[config.mk]
export PLATFORM = sky130hd
export DESIGN_NAME = carfield_domain_sequencer
export DESIGN_NICKNAME = d
export VERILOG_FILES = /design/src/rtl/carfield_domain_sequencer.sv
export SDC_FILE = /design/constraint.sdc
export NUM_CORES = 1
export LEC_CHECK = 0
export BUFFER_PORTS_ARGS = -buffer_cell sky130_fd_sc_hd__buf_4
export CAP_MARGIN = 40
export CORE_ASPECT_RATIO = 1.4
export CORE_MARGIN = 3
export CORE_UTILIZATION = 43
export DETAILED_ROUTE_END_ITERATION = 8
export GPL_ROUTABILITY_DRIVEN = 0
export GPL_TIMING_DRIVEN = 0
export PLACE_DENSITY = 0.72
export SLEW_MARGIN = 20
export SYNTH_ARGS = -nofsm -noshare
export SYNTH_HDL_FRONTEND = slang
export SYNTH_SLANG_ARGS = --single-unit
[constraint.sdc]
create_clock -name clk_i -period 2.6 [get_ports clk_i]
set_input_delay 0.52 -clock clk_i [delete_from_list [all_inputs] [get_ports clk_i]]
set_output_delay 0.52 -clock clk_i [all_outputs]
set_load 0.02 [all_outputs]
[src/rtl/carfield_domain_sequencer.sv]
// Per-domain clock-gate / reset / isolation sequencer, one FSM and counter per domain.
// Optional isolation-ack timeout enabled by defining CARFIELD_DOMAIN_SEQ_TIMEOUT_EN.
module carfield_domain_sequencer #(
  parameter int unsigned NumDomains      = 6,
  parameter int unsigned ClkSettleCycles = 4,
  parameter int unsigned RstCycles       = 8,
  parameter int unsigned TimeoutCycles   = 1024
) (
  input  logic                  clk_i,
  input  logic                  rst_ni,
  input  logic [NumDomains-1:0] en_req_i,
  input  logic [NumDomains-1:0] iso_ack_i,
  output logic [NumDomains-1:0] domain_clk_en_o,
  output logic [NumDomains-1:0] domain_rsts_n_o,
  output logic [NumDomains-1:0] domain_iso_o,
  output logic [NumDomains-1:0] domain_on_o,
  output logic [NumDomains-1:0] busy_o,
  output logic [NumDomains-1:0] timeout_o
);

  localparam int unsigned SeqMax = (ClkSettleCycles > RstCycles) ? ClkSettleCycles : RstCycles;
  localparam int unsigned CntMax = (SeqMax > TimeoutCycles) ? SeqMax : TimeoutCycles;
  localparam int unsigned CntW   = $clog2(CntMax) + 1;

  localparam logic [CntW-1:0] SettleLast = CntW'(ClkSettleCycles - 1);
  localparam logic [CntW-1:0] RstLast    = CntW'(RstCycles - 1);
  localparam logic [CntW-1:0] CntOne     = CntW'(1);
`ifdef CARFIELD_DOMAIN_SEQ_TIMEOUT_EN
  localparam logic [CntW-1:0] TimeoutLast = CntW'(TimeoutCycles - 1);
`endif

  typedef enum logic [2:0] {StOff, StClkOn, StRun, StIsolate, StRst} state_e;

  for (genvar d = 0; d < NumDomains; d++) begin : g_dom
    state_e          r_state, w_state_d;
    logic [CntW-1:0] r_cnt, w_cnt_d;
    logic [4:0]      r_out, w_out;  // {clk_en, rsts_n, iso, on, busy}
`ifdef CARFIELD_DOMAIN_SEQ_TIMEOUT_EN
    logic            w_tmo_set;
    logic            r_tmo;
`endif

    always_comb begin
      w_state_d = r_state;
      w_cnt_d   = r_cnt;
`ifdef CARFIELD_DOMAIN_SEQ_TIMEOUT_EN
      w_tmo_set = 1'b0;
`endif
      unique case (r_state)
        StOff: begin
          if (en_req_i[d]) begin
            w_state_d = StClkOn;
            w_cnt_d   = '0;
          end
        end
        StClkOn: begin
          if (r_cnt == SettleLast) begin
            w_state_d = StRun;
            w_cnt_d   = '0;
          end else begin
            w_cnt_d = r_cnt + CntOne;
          end
        end
        StRun: begin
          if (!en_req_i[d]) begin
            w_state_d = StIsolate;
            w_cnt_d   = '0;
          end
        end
        StIsolate: begin
          // A same-cycle ack beats the timeout, so no flag is raised.
          if (iso_ack_i[d]) begin
            w_state_d = StRst;
            w_cnt_d   = '0;
          end
`ifdef CARFIELD_DOMAIN_SEQ_TIMEOUT_EN
          else if (r_cnt == TimeoutLast) begin
            w_state_d = StRst;
            w_cnt_d   = '0;
            w_tmo_set = 1'b1;
          end else begin
            w_cnt_d = r_cnt + CntOne;
          end
`endif
        end
        StRst: begin
          if (r_cnt == RstLast) begin
            w_state_d = StOff;
            w_cnt_d   = '0;
          end else begin
            w_cnt_d = r_cnt + CntOne;
          end
        end
        default: begin
          w_state_d = StOff;
          w_cnt_d   = '0;
        end
      endcase
    end

    // Outputs are decoded from the next state and registered, so every pin comes off a flop.
    always_comb begin
      w_out = 5'b00100;
      unique case (w_state_d)
        StOff:     w_out = 5'b00100;
        StClkOn:   w_out = 5'b10101;
        StRun:     w_out = 5'b11010;
        StIsolate: w_out = 5'b11101;
        StRst:     w_out = 5'b10101;
        default:   w_out = 5'b00100;
      endcase
    end

    always_ff @(posedge clk_i or negedge rst_ni) begin
      if (!rst_ni) begin
        r_state <= StOff;
        r_cnt   <= '0;
        r_out   <= 5'b00100;
      end else begin
        r_state <= w_state_d;
        r_cnt   <= w_cnt_d;
        r_out   <= w_out;
      end
    end

    assign domain_clk_en_o[d] = r_out[4];
    assign domain_rsts_n_o[d] = r_out[3];
    assign domain_iso_o[d]    = r_out[2];
    assign domain_on_o[d]     = r_out[1];
    assign busy_o[d]          = r_out[0];

`ifdef CARFIELD_DOMAIN_SEQ_TIMEOUT_EN
    always_ff @(posedge clk_i or negedge rst_ni) begin
      if (!rst_ni) begin
        r_tmo <= 1'b0;
      end else if (w_tmo_set) begin
        r_tmo <= 1'b1;
      end else if ((w_state_d == StRun) && (r_state != StRun)) begin
        r_tmo <= 1'b0;
      end
    end
    assign timeout_o[d] = r_tmo;
`else
    assign timeout_o[d] = 1'b0;
`endif
  end

endmodule

# Word level (Yosys, flattened, before mapping)
# Cells that the tools add are included.
[word_totals]
ff_bits = 114
input_bits = 14
out_inout_bits = 36
wordCells = 198
[op_classes]
add_sub_neg = 6
n_eq_ne = 78
muxes = 78
n_reduce_logical = 18
[op_table]
columns = ["cell", "count"]
rows = [
  ["$mux 11", 30],
  ["$pmux 11 s5", 6],
  ["$mux 3", 30],
  ["$pmux 3 s5", 6],
  ["$pmux 5 s3", 6],
  ["$eq 3x2->1 const B", 24],
  ["$add 11x1->11 const B", 6],
  ["$eq 11x2->1 const B", 6],
  ["$eq 11x3->1 const B", 6],
  ["$eq 3x1->1 const B", 12],
  ["$eq 3x3->1 const B", 12],
  ["$ne 2x2->1 const B", 18],
  ["$logic_not 3->1", 6],
  ["$reduce_and 3->1", 6],
  ["$reduce_or 2->1", 6],
]

# Depth between registers and ports, before layout
# Gate-level depths: netlist of run 1.
[depth]
word_depth = 6
mapped_depth = 8
mapped_depth_nobuf = 6

# Worst setup path before layout of run 1
# No wires, ideal clock.
[synth_timing]
kind = "register -> register"
start = "register g_dom[1].r_cnt[0]"
end = "register g_dom[1].r_cnt[9]"
setup_time_ns = 0.121
t_arrival_ns = 1.863
required_ns = 2.479
path_slack_ns = 0.616
stages_incl_launch_ff = 8
path_buffers = 1
synth_period_minus_slack_ns = 1.984
cell_sequence = "dfrtp_1 ha_1 or3b_2 nor4_2 or2_1 buf_4 o21ai_2 a22o_1"
[synth_between]
elab_chain_cells = 3
word_cells_on_any_way = 6
cone_classes = "1 x add/sub; 2 x eq/ne; 3 x mux"
[synth_rtl]
columns = ["element", "line", "rtl"]
rows = [
  ["start: declaration", "36", "logic [CntW-1:0] r_cnt, w_cnt_d;"],
  ["start signal: assignment", "121", "r_cnt <= w_cnt_d;"],
  ["$add 11x1->11, or another cell as far along", "61, 91", ""],
  ["$mux 11 (on tied branches)", "87, 57", ""],
  ["$pmux 11 s5 (*)", "49", "unique case (r_state)"],
]
# Every way passes the cells marked *; elsewhere a longest branch is shown, timed or not.
# A chain may end at the register's enable or synchronous reset.

# Worst setup path after layout of run 1
[layout_timing]
start = "register g_dom[5].r_cnt[0]"
end = "register g_dom[5].r_cnt[7]"
[layout_between]
elab_chain_cells = 3
word_cells_on_any_way = 6
cone_classes = "1 x add/sub; 2 x eq/ne; 3 x mux"
[layout_rtl]
columns = ["element", "line"]
rows = [
  ["start: declaration", "36"],
  ["start signal: assignment", "121"],
  ["$add 11x1->11, or another cell as far along", "61, 91"],
  ["$mux 11 (on tied branches)", "87, 57"],
  ["$pmux 11 s5 (*)", "49"],
]
# Marks and branches as above.

==> out/qor.yml, run 1 <==
fin_crit_ps: 2190
portBuffers: 43
die_h_um: 144
grt_max_degree: 74
p_leak_uw: 0.00318
status: "completed"
post_cts_buffers: 0
antenna_found_initial: 0
yosys.cell_types.count: 65
overflow: 0
critPathLaunchType: "register"
grtUsageTotal_pct: 16.2
cts_tree: "built"
fp-row-count: 49
post_drt_wl_per_cell_um: 13.3
arrival_ps: 2450
vias: 4826
ios: 50
core_area_um2: 13100
clkLatencyLatePin_ps: 400
yosys_warnings: 0
rrSetupSlack_ps: 410
final_antenna_net_count: 0
drive_gt1_share_pct: 17.3
grt_setup_unrepaired: "false"
rr_endpoint: "g_dom[5].r_cnt[7]"
via_per_inst: 5.42
finalCritPeriodShare_pct: 84.0
final_nets: 719
fin_worst_skew_ps: 6.31
slowest_stage: "dfrtp_1"
dr.pass1.iters: 4
drt-total-wl_mm: 11.8
path_cells: "ha_1 -> nor4b_1 -> a31oi_1 -> a22o_1 -> buf_2 -> buf_2 -> a21oi_1 -> a31oi_1"
rr_worst_depth: 8
r2r_start: "g_dom[5].r_cnt[0]"
fmax_mhz: 458
synth_cells: 631
relSlewSlack_pct: 58.4
synth_flop_cell: "dfrtp_1"
grt_pass1_vias: 4711
critPathKind: "reg2reg"
finalSetupTns_ps: 0
pre_cts_slack_ps: 432
fin_hold_ws_ps: 23.3
fp.dieArea_um2: 15100
synth_edf_count: 0
ir_drop_v: 0.000430
synthArstFlopShare_pct: 100
cts.sinks: 114
initial_core_util_pct: 44.9
setup_slack_ps: 415
cts-resized-gates: 0
clk_pin_slew_ps: 50
drv_cap: 0
die_w_um: 105
seq_area_frac_synth_pct: 48.8
cts.htree.levels: 4
crit_required_ps: 2860
cp_max_fo: 10
synth-seq-cells: 114
finalSetupViolations: 0
drc: 0
clk_path_buf_depth: 2
syn_area_um2: 5860
syn_avg_cell_area_um2: 9.29
dp_hpwl_mm: 8.27
fill_cells: 1165
hold_path.class: "in2async"
tightest_slew_ps: 618
antenna_cells: 0
ctsHoldBuffers: 0
powerDensity_nw_per_um2: 1220
cts_made_buffers: 17
critPathMaxStageDelay_ps: 420
grt_pass1_wl_mm: 20.4
slew_viol_final: 0
cp-end-kind: "register"
drt_iter0_markers: 268
area.growth.synth_to_final_pct: 21.2
final_hold_viol_count: 0
cts_root_buf: "clkbuf_16"
sequential cells by signal, indices dropped and copies added (netlist names):
signal / count
g_dom.r_cnt: 66
g_dom.r_out: 30
g_dom.r_state: 18
routing by layer:
| metal | up-vias | wire length [um] | GRT usage, % | share of wire, % |
|---|---|---|---|---|
| li1 | 2384 | - | - | - |
| met3 | 20 | 381 | 4.02 | 3.2 |
| met4 | 0 | 208 | 7.33 | 1.8 |
| met2 | 88 | 6220 | 29.4 | 53 |
| met1 | 2334 | 5020 | 18.1 | 42 |
| met5 | - | 0 | 0 | 0 |
worst max-delay path, delay by kind of cell (launching register included):
kind	cells	cell delay [ps]
buffers and inverters	2	370
adder cells (fa/ha/maj)	1	280
flip-flops	1	420
AND/OR/NAND/NOR	1	360
AO/OA/AOI/OAI	4	610
per-stage QoR:
step	power (uW)	utilization [%]	instances	cell area, um2
floorplan	5200	-	636	5880
global placement	6070	49.2	857	6420
detailed placement	6210	49.4	858	6450
CTS	8760	54.4	890	7100
global route	9320	54.4	890	7100
finish	8690	54.4	890	7100
power breakdown:
part / leakage [uW] / internal (uW) / switching (uW)
Sequential: 0.00149 / 2290 / 336
Combinational: 0.00138 / 1400 / 2160
Clock: 0.000310 / 1740 / 754
logic make-up after synthesis:
logic type / synth area share, %
compound gates: 17.6
flops: 48.8
other cells: 0.0640
buf+inv: 4.46
xor+xnor: 2.39
fa+ha+maj: 1.28
mux: 1.07
simple gates: 24.4
synth_stat cells (all sizes together) (10+ instances only):
library cell / count / area, um2
dfrtp: 108 / 2700
nand2: 74 / 278
o21ai: 43 / 219
nor2: 39 / 146
a21oi: 36 / 184
nand3: 36 / 180
a31oi: 24 / 150
inv: 23 / 86.3
nand2b: 21 / 131
buf: 18 / 123
nor3: 17 / 90.1
clkbuf: 14 / 52.6
or3: 14 / 87.6
nor2b: 11 / 68.8
a22o: 10 / 87.6
placed cells by master (no fill, tap or decap), types with 16 or more instances in the layout:
master	count
nand3_1	36
clkbuf_1	17
buf_4	50
inv_1	23
nand2_1	74
a31oi_1	24
clkbuf_16	17
nand2b_1	21
a21oi_1	35
o21ai_0	39
nor3_1	16
nor2_1	39
dfrtp_1	108
worst max-delay path by stage:
stage	from	slack, ps	endpoint
detailed placement	g_dom[1].r_cnt[0]	430	g_dom[1].r_cnt[9]
global route	g_dom[0].r_cnt[0]	200	g_dom[0].r_cnt[6]
CTS	g_dom[5].r_cnt[0]	420	g_dom[5].r_cnt[7]
finish	g_dom[5].r_cnt[0]	410	g_dom[5].r_cnt[7]
global placement	g_dom[5].r_cnt[0]	460	g_dom[5].r_cnt[8]
floorplan	g_dom[1].r_cnt[0]	620	g_dom[1].r_cnt[9]
cell type report:
| class | count | area, um2 | share of cell area (%) |
|---|---|---|---|
| flip-flops and latches | 114 | 2860 | 40.3 |
| multi-input cells | 467 | 2760 | 38.8 |
| clock buffers | 22 | 464 | 6.54 |
| repair buffers | 44 | 354 | 4.99 |
| well taps | 178 | 223 | 3.14 |
| clock inverters | 10 | 180 | 2.54 |
| plain buffers | 32 | 175 | 2.47 |
| inverters | 23 | 86.3 | 1.22 |
No activity file was read; power rests on OpenSTA's default activity.
==> run 2, diff against run 1 <==
- PLACE_DENSITY: 0.72 -> 0.74
- clock period: 2.6 -> 2 ns (I/O delays scaled with it)
==> out/qor.yml, run 2 (same netlist as run 1, synthesis figures left out) <==
hold_path.class: "in2reg"  # was in2async
antenna_found_initial: 0  # unchanged
cts_tree: "built"  # unchanged
cts.sinks: 114  # unchanged
final_hold_viol_count: 0  # unchanged
largest_reg_flops: 66  # unchanged
clk_path_buf_depth: 2  # unchanged
grt_max_degree: 73  # was 74
status: "completed"  # unchanged
powerDensity_nw_per_um2: 1630  # was 1220 nW/um2
post_drt_wl_per_cell_um: 14.7  # was 13.3 um
grt_pass1_vias: 4851  # was 4711
initial_core_util_pct: 44.9  # unchanged
via_per_inst: 5.58  # was 5.42
clk_pin_slew_ps: 50  # about the same
drv_cap: 0  # unchanged
slew_viol_final: 0  # unchanged
regMostFlops: "g_dom.r_cnt"  # unchanged
grt_setup_unrepaired: "true"  # was false
vias: 5098  # was 4826
drt-total-wl_mm: 13.5  # was 11.8 mm
fin_util_pct: 58.4  # was 54.4%
critPathMaxStageDelay_ps: 580  # was 420 ps
cp_max_fo: 5  # was 10
dp.cells: 858  # unchanged
fin_worst_skew_ps: 8.42  # was 6.31 ps
final_nets: 743  # was 719
final_common_cell: "dfrtp_1"  # unchanged
drc: 0  # unchanged
fin_hold_ws_ps: 317  # was 23.3 ps
finalSetupViolations: 0  # unchanged
arrival_ps: 2260  # was 2450 ps
final_antenna_net_count: 0  # unchanged
fp.dieArea_um2: 15100  # unchanged
ir_drop_v: 0.000618  # was 0.000430 V
slowest_stage: "or4_4"  # was dfrtp_1
tightest_slew_ps: 554  # was 618 ps
path_cells: "or4_4 -> buf_4 -> nor4_4 -> or3b_1 -> a21oi_2 -> or3_1"  # was ha_1 -> nor4b_1 -> a31oi_1 -> a22o_1 -> buf_2 -> buf_2 -> a21oi_1 -> a31oi_1
area.growth.synth_to_final_pct: 30.0  # was 21.2%
core_area_um2: 13100  # unchanged
drive_gt1_share_pct: 25.5  # was 17.3%
cts_made_buffers: 17  # unchanged
clkLatencyLatePin_ps: 410  # was 400 ps
overflow: 0  # unchanged
die_w_um: 105  # unchanged
p_leak_uw: 0.00337  # was 0.00318 uW
relSlewSlack_pct: 62.8  # was 58.4%
fmax_mhz: 503  # was 458 MHz
ios: 50  # unchanged
portBuffers: 43  # unchanged
cp-end-kind: "register"  # unchanged
drt_iter0_markers: 333  # was 268
dr.pass1.iters: 5  # was 4
top_regs: "g_dom.r_cnt: 66 flops, g_dom.r_out: 30 flops, g_dom.r_state: 18 flops"  # unchanged
finalCritPeriodShare_pct: 99.5  # was 84.0%
crit_required_ps: 2270  # was 2860 ps
dp_hpwl_mm: 8.35  # was 8.27 mm
cts.htree.levels: 4  # unchanged
grtUsageTotal_pct: 17.4  # was 16.2%
fin_crit_ps: 1990  # was 2190 ps
cts_root_buf: "clkbuf_16"  # unchanged
antenna_cells: 0  # unchanged
die_h_um: 144  # unchanged
final_cells: 914  # was 890
layout_common_cells: "dfrtp_1 (103), buf_4 (78), nand2_1 (74), nor2_1 (39), o21ai_0 (36)"  # was dfrtp_1 (108), nand2_1 (74), buf_4 (50), nor2_1 (39), o21ai_0 (39)
critPathLaunchType: "register"  # unchanged
fp-row-count: 49  # unchanged
critPathKind: "reg2reg"  # unchanged
grt_pass1_wl_mm: 21.9  # was 20.4 mm
[run 2: report_power, final]
group | internal (uW) | switching (uW)
registers | 2980 | 580
clock network | 2310 | 1050
logic | 2440 | 3070
total | 7730 | 4700
[run 2: stage by stage]
stage / setup WS [ps] / power (uW) / TNS [ps] / area (um2)
floorplan: 15.6 / 6760 / 0 / 5880
global placement: -123 / 7890 / -2250 / 6420
detailed placement: -195 / 8070 / -3600 / 6450
CTS: 6.50 / 11800 / 0 / 7290
global route: -74.7 / 13200 / -446 / 7620
finish: 10.8 / 12400 / 0 / 7620
[run 2: what timing repair did]
action,4_1_cts,5_1_grt
resized for setup,21,41
endpoints found under the hold margin,39,0
hold buffers,1,0
pin swaps,6,24
gates cloned,0,1
buffers inserted,9,20
endpoints found under the setup margin,46,59
[run 2: final timing paths]
| kind | from | endpoint | slack [ps] | depth (start not counted) |
|---|---|---|---|---|
| worst max-delay path | g_dom[1].r_cnt[3] | g_dom[1].r_out[4] | 10 | 6 |
| worst min-delay path | iso_ack_i[4] | g_dom[4].r_state[1] | 320 | 4 |
| worst max register to register | g_dom[1].r_cnt[3] | g_dom[1].r_out[4] | 10 | 6 |
| worst min register to register | g_dom[2].r_cnt[10] | g_dom[2].r_cnt[10] | 510 | 1 |
| max in group asynchronous | rst_ni | g_dom[1].r_out[2] | 810 | 3 |
| min in group asynchronous | rst_ni | g_dom[5].r_state[0] | 480 | 2 |
[run 2: per-layer routing]
metal / vias to the layer above / track usage (%) / share of wire, %
met4: 0 / 7.05 / 2.1
met5: - / 0 / 0
met2: 134 / 31.5 / 53
li1: 2433 / - / -
met3: 29 / 3.93 / 4.2
met1: 2502 / 20.2 / 41
[run 2: layout make-up]
type / instances / area [um2]
inverter: 23 / 86.3
tap: 178 / 223
fill: 1051 / 5440
timing repair buffer: 75 / 599
clock buffer: 23 / 478
buffer: 25 / 164
multi-input combinational: 467 / 3030
clock inverter: 9 / 176
sequential: 114 / 2870
[run 2: worst max-delay path, delay by kind of cell, from the launching register on]
| family | cells | cell delay, ps |
|---|---|---|
| buf+inv | 1 | 170 |
| simple gates | 4 | 1220 |
| flops | 1 | 390 |
| compound gates | 1 | 80 |
